## src/rtl/check_guess.sv

```systemverilog
// Game judge: captures a secret digit, compares committed guesses, shows hint/result and times the result display.
// Compare lands one cycle after buttonSel; every output is registered; no backpressure, inputs are one-cycle strobes.
module check_guess #(
    parameter int MAX_TRIES     = 3,
    parameter int DIGIT_MAX     = 9,
    parameter int RESULT_CYCLES = 50000000
) (
    input  logic       clk,
    input  logic       rst,
    input  logic       buttonStart,
    input  logic       buttonSel,
    input  logic [4:0] userguess,
    output logic [1:0] state,
    output logic [7:0] HEX1g,
    output logic       winLED,
    output logic       loseLED,
    output logic [4:0] secret
);
    typedef enum logic [1:0] {
        SETUP = 2'b00,
        GUESS = 2'b01,
        WIN   = 2'b10,
        LOSE  = 2'b11
    } state_t;

    localparam int             TW         = $clog2(RESULT_CYCLES + 1);
    localparam logic [4:0]     RND_MAX    = 5'(DIGIT_MAX);
    localparam logic [1:0]     TRIES_INIT = 2'(MAX_TRIES);
    localparam logic [TW-1:0]  TIMER_LAST = TW'(RESULT_CYCLES - 1);

    state_t          st;
    logic [4:0]      rnd;
    logic [1:0]      tries_left;
    logic            pend;
    logic [TW-1:0]   timer;

    function automatic logic [7:0] seg(input logic [4:0] d);
        case (d)
            5'd0:    seg = 8'hC0;
            5'd1:    seg = 8'hF9;
            5'd2:    seg = 8'hA4;
            5'd3:    seg = 8'hB0;
            5'd4:    seg = 8'h99;
            5'd5:    seg = 8'h92;
            5'd6:    seg = 8'h82;
            5'd7:    seg = 8'hF8;
            5'd8:    seg = 8'h80;
            5'd9:    seg = 8'h90;
            default: seg = 8'hFF;
        endcase
    endfunction

    assign state = st;

    always_ff @(posedge clk or posedge rst) begin
        if (rst) begin
            st         <= SETUP;
            secret     <= 5'd0;
            rnd        <= 5'd0;
            tries_left <= TRIES_INIT;
            pend       <= 1'b0;
            timer      <= '0;
            HEX1g      <= 8'hFF;
            winLED     <= 1'b0;
            loseLED    <= 1'b0;
        end else begin
            rnd  <= (rnd >= RND_MAX) ? 5'd0 : rnd + 5'd1;
            // One-cycle delay lets guess entry register userguess on the same strobe.
            pend <= (st == GUESS) && buttonSel;

            unique case (st)
                SETUP: begin
                    if (buttonStart) begin
                        secret     <= rnd;
                        tries_left <= TRIES_INIT;
                        HEX1g      <= 8'hFF;
                        timer      <= '0;
                        st         <= GUESS;
                    end
                end
                GUESS: begin
                    if (pend) begin
                        if (userguess == secret) begin
                            st     <= WIN;
                            winLED <= 1'b1;
                            HEX1g  <= seg(secret);
                            timer  <= '0;
                        end else if (tries_left == 2'd1) begin
                            st      <= LOSE;
                            loseLED <= 1'b1;
                            HEX1g   <= seg(secret);
                            timer   <= '0;
                        end else begin
                            tries_left <= tries_left - 2'd1;
                            HEX1g      <= (userguess > secret) ? 8'h89 : 8'hC7;
                        end
                    end
                end
                WIN, LOSE: begin
                    if (timer == TIMER_LAST) begin
                        st      <= SETUP;
                        HEX1g   <= 8'hFF;
                        winLED  <= 1'b0;
                        loseLED <= 1'b0;
                        timer   <= '0;
                    end else begin
                        timer <= timer + 1'b1;
                    end
                end
            endcase
        end
    end
endmodule

```

## config.mk

```make
export PLATFORM = sky130hd
export DESIGN_NAME = check_guess
export DESIGN_NICKNAME = d
export VERILOG_FILES = /design/src/rtl/check_guess.sv
export SDC_FILE = /design/constraint.sdc
export NUM_CORES = 1
export LEC_CHECK = 0
export CELL_PAD_IN_SITES_DETAIL_PLACEMENT = 1
export CELL_PAD_IN_SITES_GLOBAL_PLACEMENT = 1
export CORE_UTILIZATION = 34
export CTS_CLUSTER_SIZE = 20
export DETAILED_ROUTE_END_ITERATION = 12
export GPL_TIMING_DRIVEN = 0
export HOLD_SLACK_MARGIN = 0.15
export PLACE_DENSITY = 0.71
export RECOVER_POWER = 50
export SLEW_MARGIN = 10
export SYNTH_ARGS = -nofsm -noshare
export SYNTH_HDL_FRONTEND = slang
export SYNTH_SLANG_ARGS = --single-unit
```

## constraint.sdc

```tcl
create_clock -name clk -period 2.2 [get_ports clk]
set_clock_uncertainty 0.2 [all_clocks]
set_input_delay 0.22 -clock clk [delete_from_list [all_inputs] [get_ports clk]]
set_output_delay 0.22 -clock clk [all_outputs]
set_load 0.01 [all_outputs]
```

=== Word level (Yosys, flattened, before mapping) ===
Memory sizes are Yosys's and may differ from the RTL's.
Cells that the tools add are included.

* $add $sub $neg: 3
* Multipliers: 0
* Div/mod/pow operators: 0
* Order comparisons: 2
* Eq/ne operators: 14
* Shifts and indexed selects: 0
* Muxes and demuxes: 35
* Bitwise logic cells: 0
* Reductions and logical operators: 12

{| class="wikitable"
|+ Operators with widths
! operator !! number
|-
| two-way mux 26 bit || 5
|-
| one-hot mux 26 bit (3 select lines) || 1
|-
| two-way mux 8 bit || 7
|-
| adder 26 x 1 -> 26 bit, second input constant || 1
|-
| equality test 26 bit, second input constant || 1
|-
| one-hot mux 8 bit (3 select lines) || 1
|-
| two-way mux 2 bit || 9
|-
| != test 2 bit, second input constant || 5
|-
| AND reduction 5 bit || 2
|-
| AND reduction 4 bit || 2
|-
| two-way mux 7 bit || 1
|-
| two-way mux 1 bit || 6
|-
| one-hot mux 2 bit (3 select lines) || 1
|-
| AND reduction 3 bit || 2
|-
| adder 5 x 1 -> 5 bit, second input constant || 1
|-
| equality test 5 bit || 1
|-
| greater-or-equal comparator 5 x 4 -> 1 bit, second input constant || 1
|-
| > comparator 5 bit || 1
|-
| two-way mux 5 bit || 1
|-
| equality test 2 x 1 -> 1 bit, second input constant || 2
|-
| equality test 2 bit, second input constant || 2
|-
| != test 2 x 1 -> 1 bit, second input constant || 2
|-
| one-hot mux 1 bit (2 select lines) || 2
|-
| one-hot mux 2 bit (2 select lines) || 1
|-
| other kinds (7) || 8
|}

* Register bits: 51
* Bits in latches: 0
* Memory bits (writable): 0
* Bits in read-only memories: 224
* Bits of input ports: 9
* Output and inout bits: 17
* Word-level logic and storage cells: 77
* Memories kept: 2

{| class="wikitable"
|+ Memory list
! memory !! words !! bits a word !! read ports !! clocked after memory_dff !! write ports !! RTL line !! source
|-
| (no name shown) || 16 || 7 || 1 || 0 || 0 || 38 || <nowiki>case (d)</nowiki>
|-
| (no name shown) || 16 || 7 || 1 || 0 || 0 || 38 ||
|}

=== Depth between registers and ports, before layout ===
Gate-level depths: netlist (run 1).

* Word-level depth: 6
* Gate-level depth with buffers: 9

=== Least setup slack after synthesis (run 1) ===
No wires, ideal clock.

* Path kind: register to register
* From: register secret[2]
* To: register timer[15]
* Arrival: 1.983 ns
* Required time: 1.874 ns
* Setup slack: -0.109 ns
* Stages on the path, launching flop included: 9
* Path buffers: 1
* Clock period less this slack: 2.309 ns
* Cells stage by stage: dfrtp_1 -> clkbuf_1 -> inv_1 -> ha_1 -> and3_1 -> nand2_1 -> a211oi_4 -> mux2i_1 -> nor3_2

* Word-level cells in the longest chain between the ends: 4

{| class="wikitable"
|+ RTL lines
! item !! RTL line !! source
|-
| start: declaration || 17 || <nowiki>output logic [4:0] secret</nowiki>
|-
| start signal: assignment || 74 || <nowiki>secret <= rnd;</nowiki>
|-
| equality test 5 bit * || 83 || <nowiki>if (userguess == secret) begin</nowiki>
|-
| two-way mux 26 bit || 83 ||
|-
| two-way mux 26 bit || 82 || <nowiki>if (pend) begin</nowiki>
|-
| one-hot mux 26 bit (3 select lines) || 71 || <nowiki>unique case (st)</nowiki>
|-
| end signal: assignment || 107 || <nowiki>timer <= timer + 1'b1;</nowiki>
|-
| end: declaration || 35 || <nowiki>logic [TW-1:0] timer;</nowiki>
|}

Every way passes the cells marked *; elsewhere a longest branch is shown, timed or not. The select of a mux whose other input is x is not followed.
A chain may end at the register's enable or synchronous reset.

=== Worst setup path in the final report (run 1) ===
* From: register timer[16]
* To: register st[0] (netlist: state[0])

* Word-level cells in the longest chain between the ends: 3

{| class="wikitable"
|+ RTL lines
! item !! RTL line !! source
|-
| equality test 26 bit || 100 || <nowiki>if (timer == TIMER_LAST) begin</nowiki>
|-
| != test 2 bit (no line) || -- ||
|-
| AND reduction 4 bit (no line) || -- ||
|-
| end signal: assignment || 84 || <nowiki>st <= WIN;</nowiki>
|-
| end signal: assignment || 89 || <nowiki>st <= LOSE;</nowiki>
|-
| end signal: assignment || 101 || <nowiki>st <= SETUP;</nowiki>
|-
| end: declaration || 31 || <nowiki>state_t st;</nowiki>
|}

Every way passes these cells.

==> flow_summary.json, run 1 <==
{
  "outcome": "finished, violations left",
  "violations": "setup timing",
  "drc": 0,
  "antenna_cells": 0,
  "use_met2_pct": 33.2,
  "vias": 2585,
  "synth_area_um2": 2960,
  "start_util_pct": 35.6,
  "slew_headroom_pct": 48.0,
  "synth_cells": 309,
  "dr.pass1.iters": 4,
  "period_share_pct": 103,
  "min_period_ps": 2270,
  "hp-class": "in2reg",
  "rows": 33,
  "stdcell_count": 471,
  "hpwlAfterDp_um": 5460,
  "endpoint_kind": "flop",
  "drt_iter0_markers": 73,
  "pin_count": 26,
  "path_clk_slew_ps": 100,
  "avgSynthCellArea_um2": 9.56,
  "setup_ws_ps": -74.9,
  "ys_seq_area_share_pct": 42.7,
  "path_max_fanout": 5,
  "arrival_ps": 2250,
  "ys_ff_latch": 50,
  "slew_viol_final": 0,
  "syn_to_final_growth_pct": 31.2,
  "numPlacedInstances": 439,
  "synth_cell_type_count": 58,
  "maxCapViolations": 0,
  "grt_pass1_vias": 2578,
  "grt_max_degree": 33,
  "synth.top_cell.area_share_pct": 34.7,
  "p_leak_nw": 1.64,
  "fin_nets": 388,
  "max_slew.worst_pin.slew_ps": 779,
  "grtUsageMet1_pct": 24.0,
  "avgViaCountPerCell": 5.49,
  "clockRootBuffer": "clkbuf_8",
  "timing.fmax_mhz": 440,
  "powerDensity_nw_per_um2": 533,
  "die_x_um": 95.2,
  "coreArea_um2": 8300,
  "synth.area.top_cells": "dfrtp_1 35%, dfstp_2 8.0%, ha_1 5.9%",
  "yosys_most_used_dff": "dfrtp_1",
  "routedWlPerCell_um": 17.6,
  "layout-drive-gt1-share_pct": 27.6,
  "drtAntennaViolNets": 0,
  "cts.path.max_buffers": 2,
  "grt.overflow.total": 0,
  "post-route-util_pct": 46.7,
  "routed_wl_um": 8270,
  "synth-edff-count": 0,
  "pre_cts_ws_ps": -395,
  "insertion_delay_ps": 300,
  "io_buffers": 24,
  "tritoncts": "done",
  "die_h_um": 95.2,
  "antenna_found_initial": 0,
  "rsz0062_at_grt": "true",
  "worstSetupPathType": "reg2reg",
  "ys_warn_count": 0,
  "cts_buffers": 5,
  "cts_num_sinks": 50,
  "htreeDepth": 2,
  "vdd_drop_max_mv": 0.247,
  "top_usage_layer": "met2",
  "setup_tns_ps": -889,
  "setup_viol": 20,
  "start_kind": "flop",
  "synth_top_area_cell": "dfrtp_1",
  "hold_viol": 0,
  "async_flop_share_pct": 100,
  "r2r_setup_slack_ps": -70,
  "die_area_um2": 9070,
  "use_met3_pct": 2.63,
  "synth_nets": 332,
  "grt_usage_pct": 18.7,
  "grt_first_pass_wirelength_um": 12900,
  "cp.required_ps": 2170,
  "gp_congestion": 0.793
}
[routing by layer]
metal,vias up,routed length [um]
met1,1301,3660
met4,0,91
met3,11,220
met5,-,0
li1,1230,-
met2,43,4300
[final timing paths]
kind	cells past startpoint	endpoint	start
min in group asynchronous	3	timer[13]	rst
worst min-delay path	2	pend	buttonSel
max in group asynchronous	4	HEX1g[0]	rst
worst max register to register	7	state[0]	timer[16]
worst min register to register	2	secret[4]	rnd[4]
worst max-delay path	7	state[0]	timer[16]
[kinds of logic after synthesis]
kind of cell	synth area share [%]
fa+ha+maj	5.93
flops	42.7
mux	2.79
buf+inv	4.95
compound gates	19.9
other cells	0.254
simple gates	21.1
xor+xnor	2.37
[worst max-delay path: stages, from the launching register on]
cell	delay (ps)
dfrtp_1	410
or4b_4	570
nor3_4	320
a21boi_4	150
buf_6	170
nor2_4	130
buf_6	130
o22ai_2	60
[through the flow]
stage | instance area [um^2] | hold WS, ps | power (W)
finish | 3880 | 264 | 0.00207
global route | 3880 | 289 | 0.00215
CTS | 3730 | 250 | 0.00208
detailed placement | 3350 | 272 | 0.00126
global placement | 3330 | 258 | 0.00125
floorplan | 2960 | 149 | 0.00117
[cell type report]
class,instances,area [um^2]
tap,105,131
timing repair buffer,50,484
inverter,18,70.1
fill,936,4420
clock buffer,6,82.6
multi-input combinational,229,1700
sequential,50,1270
clock inverter,2,60.1
buffer,11,82.6
[sequential cells by signal (all words and copies together) (netlist names)]
name / flops
HEX1g: 7
loseLED: 1
pend: 1
rnd: 5
secret: 5
state: 2
timer: 26
tries_left: 2
winLED: 1
[synth_stat cells (3+ instances only)]
library cell and instances:
dfrtp_1 41, nand2_1 30, a21oi_1 20, nor2_1 19, inv_1 18, o21ai_0 18
nand3_1 17, ha_1 14, dfstp_2 9, nand4_1 9, a31oi_1 8, a211oi_1 7
and3_1 7, xnor2_1 7, and4_1 6, mux2i_1 6, o22ai_1 5, clkbuf_1 4
nand2b_1 4, a21o_1 3, buf_6 3, o22a_1 3
[placed cells by master (no fill, tap or decap), drive strengths merged, types with 10 or more instances in the layout]
master and instances:
a21oi 20, buf 32, clkbuf 10, clkdlybuf4s50 23, dfrtp 41, ha 14
inv 18, nand2 30, nand3 17, nor2 21, o21ai 19
[power by group]
| group | leakage, nW | total (W) | internal, W | switching (W) |
|---|---|---|---|---|
| sequential | 0.554 | 0.00103 | 0.000973 | 0.0000584 |
| clock | 0.0714 | 0.000804 | 0.000485 | 0.000319 |
| combinational | 1.01 | 0.000232 | 0.000114 | 0.000117 |
[what timing repair did]
action | in CTS | in global routing
setup endpoints to repair | 35 | 35
resized for setup | 30 | 27
pin swaps | 13 | 12
hold endpoints to repair | 18 | 0
setup buffers | 13 | 9
gates cloned | 2 | 0
hold buffers | 1 | 0
No activity file was read; power rests on OpenSTA's default activity.
==> run 2: changes to the inputs <==
--- a/config.mk
+++ b/config.mk
@@ -14,3 +14,4 @@
 export HOLD_SLACK_MARGIN = 0.15
-export PLACE_DENSITY = 0.71
+export MAX_ROUTING_LAYER = met4
+export PLACE_DENSITY = 0.68
 export RECOVER_POWER = 50
==> constraint.sdc (replaced) <==
create_clock -name clk -period 2.8 [get_ports clk]
set_clock_uncertainty 0.2 [all_clocks]
set_input_delay 0.42 -clock clk [delete_from_list [all_inputs] [get_ports clk]]
set_output_delay 0.42 -clock clk [all_outputs]
set_load 0.01 [all_outputs]
==> run 2 against run 1 <==
Effect of this change: the run now ends clean; sequential share of layout area increased by 4.2 points; cell area fell by 12%; register-to-register slack improved by 300 ps; non-clock buffer count is 25 lower; die area unchanged; sequential cell count stayed put; maximum frequency down 12%; sequential power decreased by 21%; worst setup slack gained 300 ps; worst hold slack gained 23 ps; combinational power down 31%; largest cell class unchanged; utilization shrank 5.5 points.
==> flow_summary.json, run 2 (synthesis gave the netlist of run 1 again) <==
{
  "final_cell_mix": "41 x dfrtp_1, 29 x nand2_1, 21 x clkdlybuf4s50_1",
  "timing.fmax_mhz": 388,
  "post-route-util_pct": 41.2,
  "setup_viol": 0,
  "clockRootBuffer": "clkbuf_8",
  "cpLargestDelayFamily": "simple AND/OR/NAND/NOR gates",
  "finalPower_w": 0.00142,
  "maxCapViolations": 0,
  "start_kind": "flop",
  "vdd_drop_max_mv": 0.168,
  "switchingPower_w": 0.000376,
  "htreeDepth": 2,
  "grt_pass1_vias": 2578,
  "dr.pass1.iters": 4,
  "path_clk_slew_ps": 90,
  "placed_cell_area_um2": 3350,
  "cp.required_ps": 2780,
  "grt_usage_pct": 18.6,
  "fin_nets": 363,
  "hold_end": "secret[4]",
  "stdcell_count": 446,
  "grt_max_degree": 36,
  "reg2reg_from": "secret[2]",
  "die_area_um2": 9070,
  "pre_cts_ws_ps": -15.2,
  "insertion_delay_ps": 310,
  "slowest_delay_ps": 550,
  "powerDensity_nw_per_um2": 414,
  "min_period_ps": 2580,
  "max_slew.worst_pin.slew_ps": 950,
  "period_share_pct": 92.1,
  "sw_frac_of_total_pct": 26.5,
  "cts.path.max_buffers": 2,
  "start_util_pct": 35.6,
  "p_seq_share_pct": 57.1,
  "drc": 0,
  "hpwlAfterDp_um": 5550,
  "grt_first_pass_wirelength_um": 12800,
  "endpoint_kind": "flop",
  "vias": 2460,
  "fill_cells": 948,
  "coreArea_um2": 8300,
  "slew_viol_final": 0,
  "routed_wl_um": 7610,
  "io_buffers": 24,
  "syn_to_final_growth_pct": 15.8,
  "hp-start": "rnd[4]",
  "clkPwrFrac_pct": 31.6,
  "tritoncts": "done",
  "cts_buffers": 5,
  "arrival_ps": 2560,
  "mostFrequentLayoutCell": "dfrtp_1",
  "die_h_um": 95.2,
  "pin_count": 26,
  "reg2reg_depth": 8,
  "setup_ws_ps": 221,
  "internal_power_w": 0.00104,
  "antenna_found_initial": 0,
  "critPathSlowestCell": "dfrtp_1",
  "r2r_end": "timer[22]",
  "rows": 33,
  "hold_viol": 0,
  "hold_depth": 2,
  "post_cts_buffers": 0,
  "largest_reg_flops": 26,
  "r2r_setup_slack_ps": 220,
  "hp-class": "reg2reg",
  "avgViaCountPerCell": 5.52,
  "numPlacedInstances": 439,
  "die_x_um": 95.2,
  "final_area_um2": 3420,
  "cts_num_sinks": 50,
  "layout-drive-gt1-share_pct": 12.9,
  "outcome": "finished, final reports clean",
  "path_max_fanout": 11,
  "layout_top_registers": "timer x26, HEX1g x7",
  "antenna_cells": 0,
  "worstSetupPathType": "reg2reg",
  "p_leak_nw": 1.44,
  "drt_iter0_markers": 70,
  "top_register": "timer",
  "drtAntennaViolNets": 0,
  "grt.overflow.total": 0,
  "slew_headroom_pct": 36.7,
  "gp_congestion": 0.826,
  "routedWlPerCell_um": 17.1,
  "rsz0062_at_grt": "false",
  "combinationalPowerShare_pct": 11.3,
  "path_buf_inv": 2,
  "crit_chain": "inv_1, ha_1, and3_1, nand2_1, and2_4, buf_4, a21oi_1, mux2i_1"
}
[run 2: layer usage]
layer / share of wire (%) / global-route usage (%) / vias up
li1: - / - / 1174
met1: 47 / 23.2 / 1245
met2: 49 / 31.7 / 32
met3: 2.5 / 3.11 / 9
met4: 0.93 / 3.41 / 0
met5: 0 / - / -
[run 2: timing repair]
action | in CTS | in global routing
resized for setup | 0 | 1
endpoints found under the setup margin | 0 | 26
hold buffers | 0 | 0
[run 2: per-stage QoR]
stage                     hold WS [ps]  setup TNS, ps
after global placement             260          -6440
final                              287              0
after global routing               332              0
after detailed placement           275          -23.5
after CTS                          236              0
after floorplan                    241              0
[run 2: power by group through the flow]
stage / Sequential, W / Clock (W) / Combinational, W
after floorplan: 0.000815 / 0 / 0.000101
after global placement: 0.000821 / 0 / 0.000159
after detailed placement: 0.000823 / 0 / 0.000168
after CTS: 0.000809 / 0.000464 / 0.000170
after global routing: 0.000818 / 0.000489 / 0.000182
final: 0.000810 / 0.000448 / 0.000160
[run 2: cell type report]
type | instances | area, um^2 | area share [%]
clock buffer | 7 | 86.3 | 2.52
timing repair buffer | 25 | 245 | 7.17
buffer | 11 | 75.1 | 2.19
clock inverter | 1 | 5.00 | 0.146
tap | 105 | 131 | 3.84
sequential | 50 | 1260 | 36.9
inverter | 18 | 67.6 | 1.97
multi-input combinational | 229 | 1550 | 45.3
[run 2: worst max path at each step]
stage	from	endpoint	slack [ps]	cells past startpoint
CTS	secret[2]	timer[7]	20	8
floorplan	secret[2]	timer[15]	490	8
finish	secret[2]	timer[22]	220	8
global placement	rst	timer[0]	-160	2
detailed placement	userguess[0]	timer[22]	-20	9
global route	secret[2]	state[0]	50	7
[run 2: tightest hold or removal path: cells and delay by family (launching register included)]
kind               cells  cell delay [ps]
DFF                    1              350
AOI/OAI and AO/OA      1               60
and+or+nand+nor        1               50
==> run 3: changes to the inputs <==
Settings changed: CORE_UTILIZATION 34 to 38, PLACE_DENSITY 0.68 to 0.74, REMOVE_ABC_BUFFERS set to 1.
==> run 3 against run 2 <==
Effect of this change: sequential share of layout area up 0.70 points; utilization is 4.4 points higher; cell area decreased by 1.8%; worst setup slack worse by 77 ps; maximum frequency down 2.9%; global-route usage is 1.3 points higher; count of clock-buffer cells in the layout unchanged; critical path type unchanged; highest routed layer unchanged.
==> flow_summary.json, run 3 (synthesis gave the netlist of run 1 again) <==
{
  "rows": 31,
  "timing.fmax_mhz": 377,
  "slew_headroom_pct": 38.3,
  "drtAntennaViolNets": 0,
  "regArea_um2": 1260,
  "path_max_fanout": 13,
  "setup_tns_ps": 0,
  "slowest_delay_ps": 470,
  "powerDensity_nw_per_um2": 433,
  "tritoncts": "done",
  "dr.pass1.iters": 4,
  "hpwlAfterDp_um": 5240,
  "arrival_ps": 2610,
  "drt_iter0_markers": 67,
  "antenna_found_initial": 0,
  "routed_wl_um": 7310,
  "min_period_ps": 2660,
  "start_util_pct": 40.1,
  "vdd_drop_max_mv": 0.201,
  "slew_viol_final": 0,
  "grt_pass1_vias": 2521,
  "cts_buffers": 5,
  "max_slew.worst_pin.slew_ps": 926,
  "pin_count": 26,
  "crit_chain": "inv_1, ha_1, and3_1, nand2_1, and2_4, nor2_4, o22ai_1",
  "grt_max_degree": 37,
  "rsz0062_at_grt": "false",
  "final_cell_mix": "40 x dfrtp_1, 29 x nand2_1, 21 x clkdlybuf4s50_1",
  "fin_nets": 352,
  "outcome": "finished, final reports clean",
  "hold_viol": 0,
  "io_buffers": 24,
  "cts_num_sinks": 50,
  "cts.path.max_buffers": 2,
  "vias": 2419,
  "grt_usage_pct": 19.9,
  "grt_first_pass_wirelength_um": 12800,
  "setup_viol": 0,
  "final_area_um2": 3360,
  "grt.overflow.total": 0,
  "layout_top_registers": "timer x26, HEX1g x7",
  "path_clk_slew_ps": 90,
  "fill_cells": 851,
  "coreArea_um2": 7370,
  "routedWlPerCell_um": 17.0,
  "endpoint_kind": "flop",
  "avgViaCountPerCell": 5.64,
  "gp_congestion": 0.859,
  "largest_reg_flops": 26,
  "clockRootBuffer": "clkbuf_8",
  "maxCapViolations": 0,
  "mostFrequentLayoutCell": "dfrtp_1",
  "cts_hold_buf": 0,
  "syn_to_final_growth_pct": 13.8,
  "die_x_um": 90.2,
  "placed_cell_area_um2": 3260,
  "layout-drive-gt1-share_pct": 11.5,
  "start_kind": "flop",
  "drc": 0,
  "worstSetupPathType": "reg2reg",
  "post_cts_buffers": 0,
  "insertion_delay_ps": 310,
  "top_register": "timer",
  "p_leak_nw": 1.42,
  "antenna_cells": 0,
  "die_h_um": 90.2,
  "critPathSlowestCell": "dfrtp_1",
  "multi_input_area_um2": 1560,
  "period_share_pct": 94.9,
  "hp-class": "reg2reg",
  "htreeDepth": 2,
  "cp.required_ps": 2760,
  "die_area_um2": 8130
}
## run 3: layout make-up
| class | instances | area share (%) |
|---|---|---|
| clock inverters | 1 | 0.261 |
| multi-input cells | 229 | 46.3 |
| well taps | 99 | 3.68 |
| clock buffers | 7 | 2.87 |
| flip-flops and latches | 50 | 37.6 |
| repair buffers | 25 | 7.29 |
| inverters | 18 | 2.01 |
## run 3: final timing paths
check	start	to	slack, ps	cells after the start
worst max register to register	secret[3]	state[0]	140	7
worst min register to register	rnd[4]	secret[4]	290	2
max in group asynchronous	rst	secret[2]	640	3
worst max-delay path	secret[3]	state[0]	140	7
min in group asynchronous	rst	timer[5]	390	2
worst min-delay path	rnd[4]	secret[4]	290	2
## run 3: metrics by stage
step                      utilization [%]  instances  setup WS [ps]  total power (W)  hold WS, ps
after global placement               44.0        420           -111         0.000975          274
final                                45.6        429            144          0.00146          293
after global routing                 45.6        429           28.4          0.00152          315
after floorplan                         -        297            600         0.000913          241
after detailed placement             44.2        421          -33.0         0.000986          276
after CTS                            45.7        429            123          0.00147          199
## run 3: power by group
group / leakage [nW] / internal (W) / switching (W)
sequential: 0.558 / 0.000764 / 0.0000476
combinational: 0.803 / 0.0000758 / 0.0000792
clock: 0.0544 / 0.000227 / 0.000261
## run 3: critical path, delay by kind of cell (launching register included)
kind / cells / cell delay, ps
and+or+nand+nor: 4 / 1200
DFF: 1 / 470
adders and majority gates: 1 / 320
buffers and inverters: 1 / 180
AOI/OAI and AO/OA: 1 / 140
## run 3: timing repair
item | CTS | global route
endpoints found under the hold margin | 0 | 0
resized for setup | 0 | 3
setup endpoints to repair | 0 | 4
## run 3: per-layer routing
metal | track usage, % | wire [um] | vias up
li1 | - | - | 1154
met1 | 25.1 | 3350 | 1221
met2 | 33.6 | 3740 | 35
met3 | 2.88 | 150 | 9
met4 | 4.84 | 76 | 0
met5 | - | 0 | -
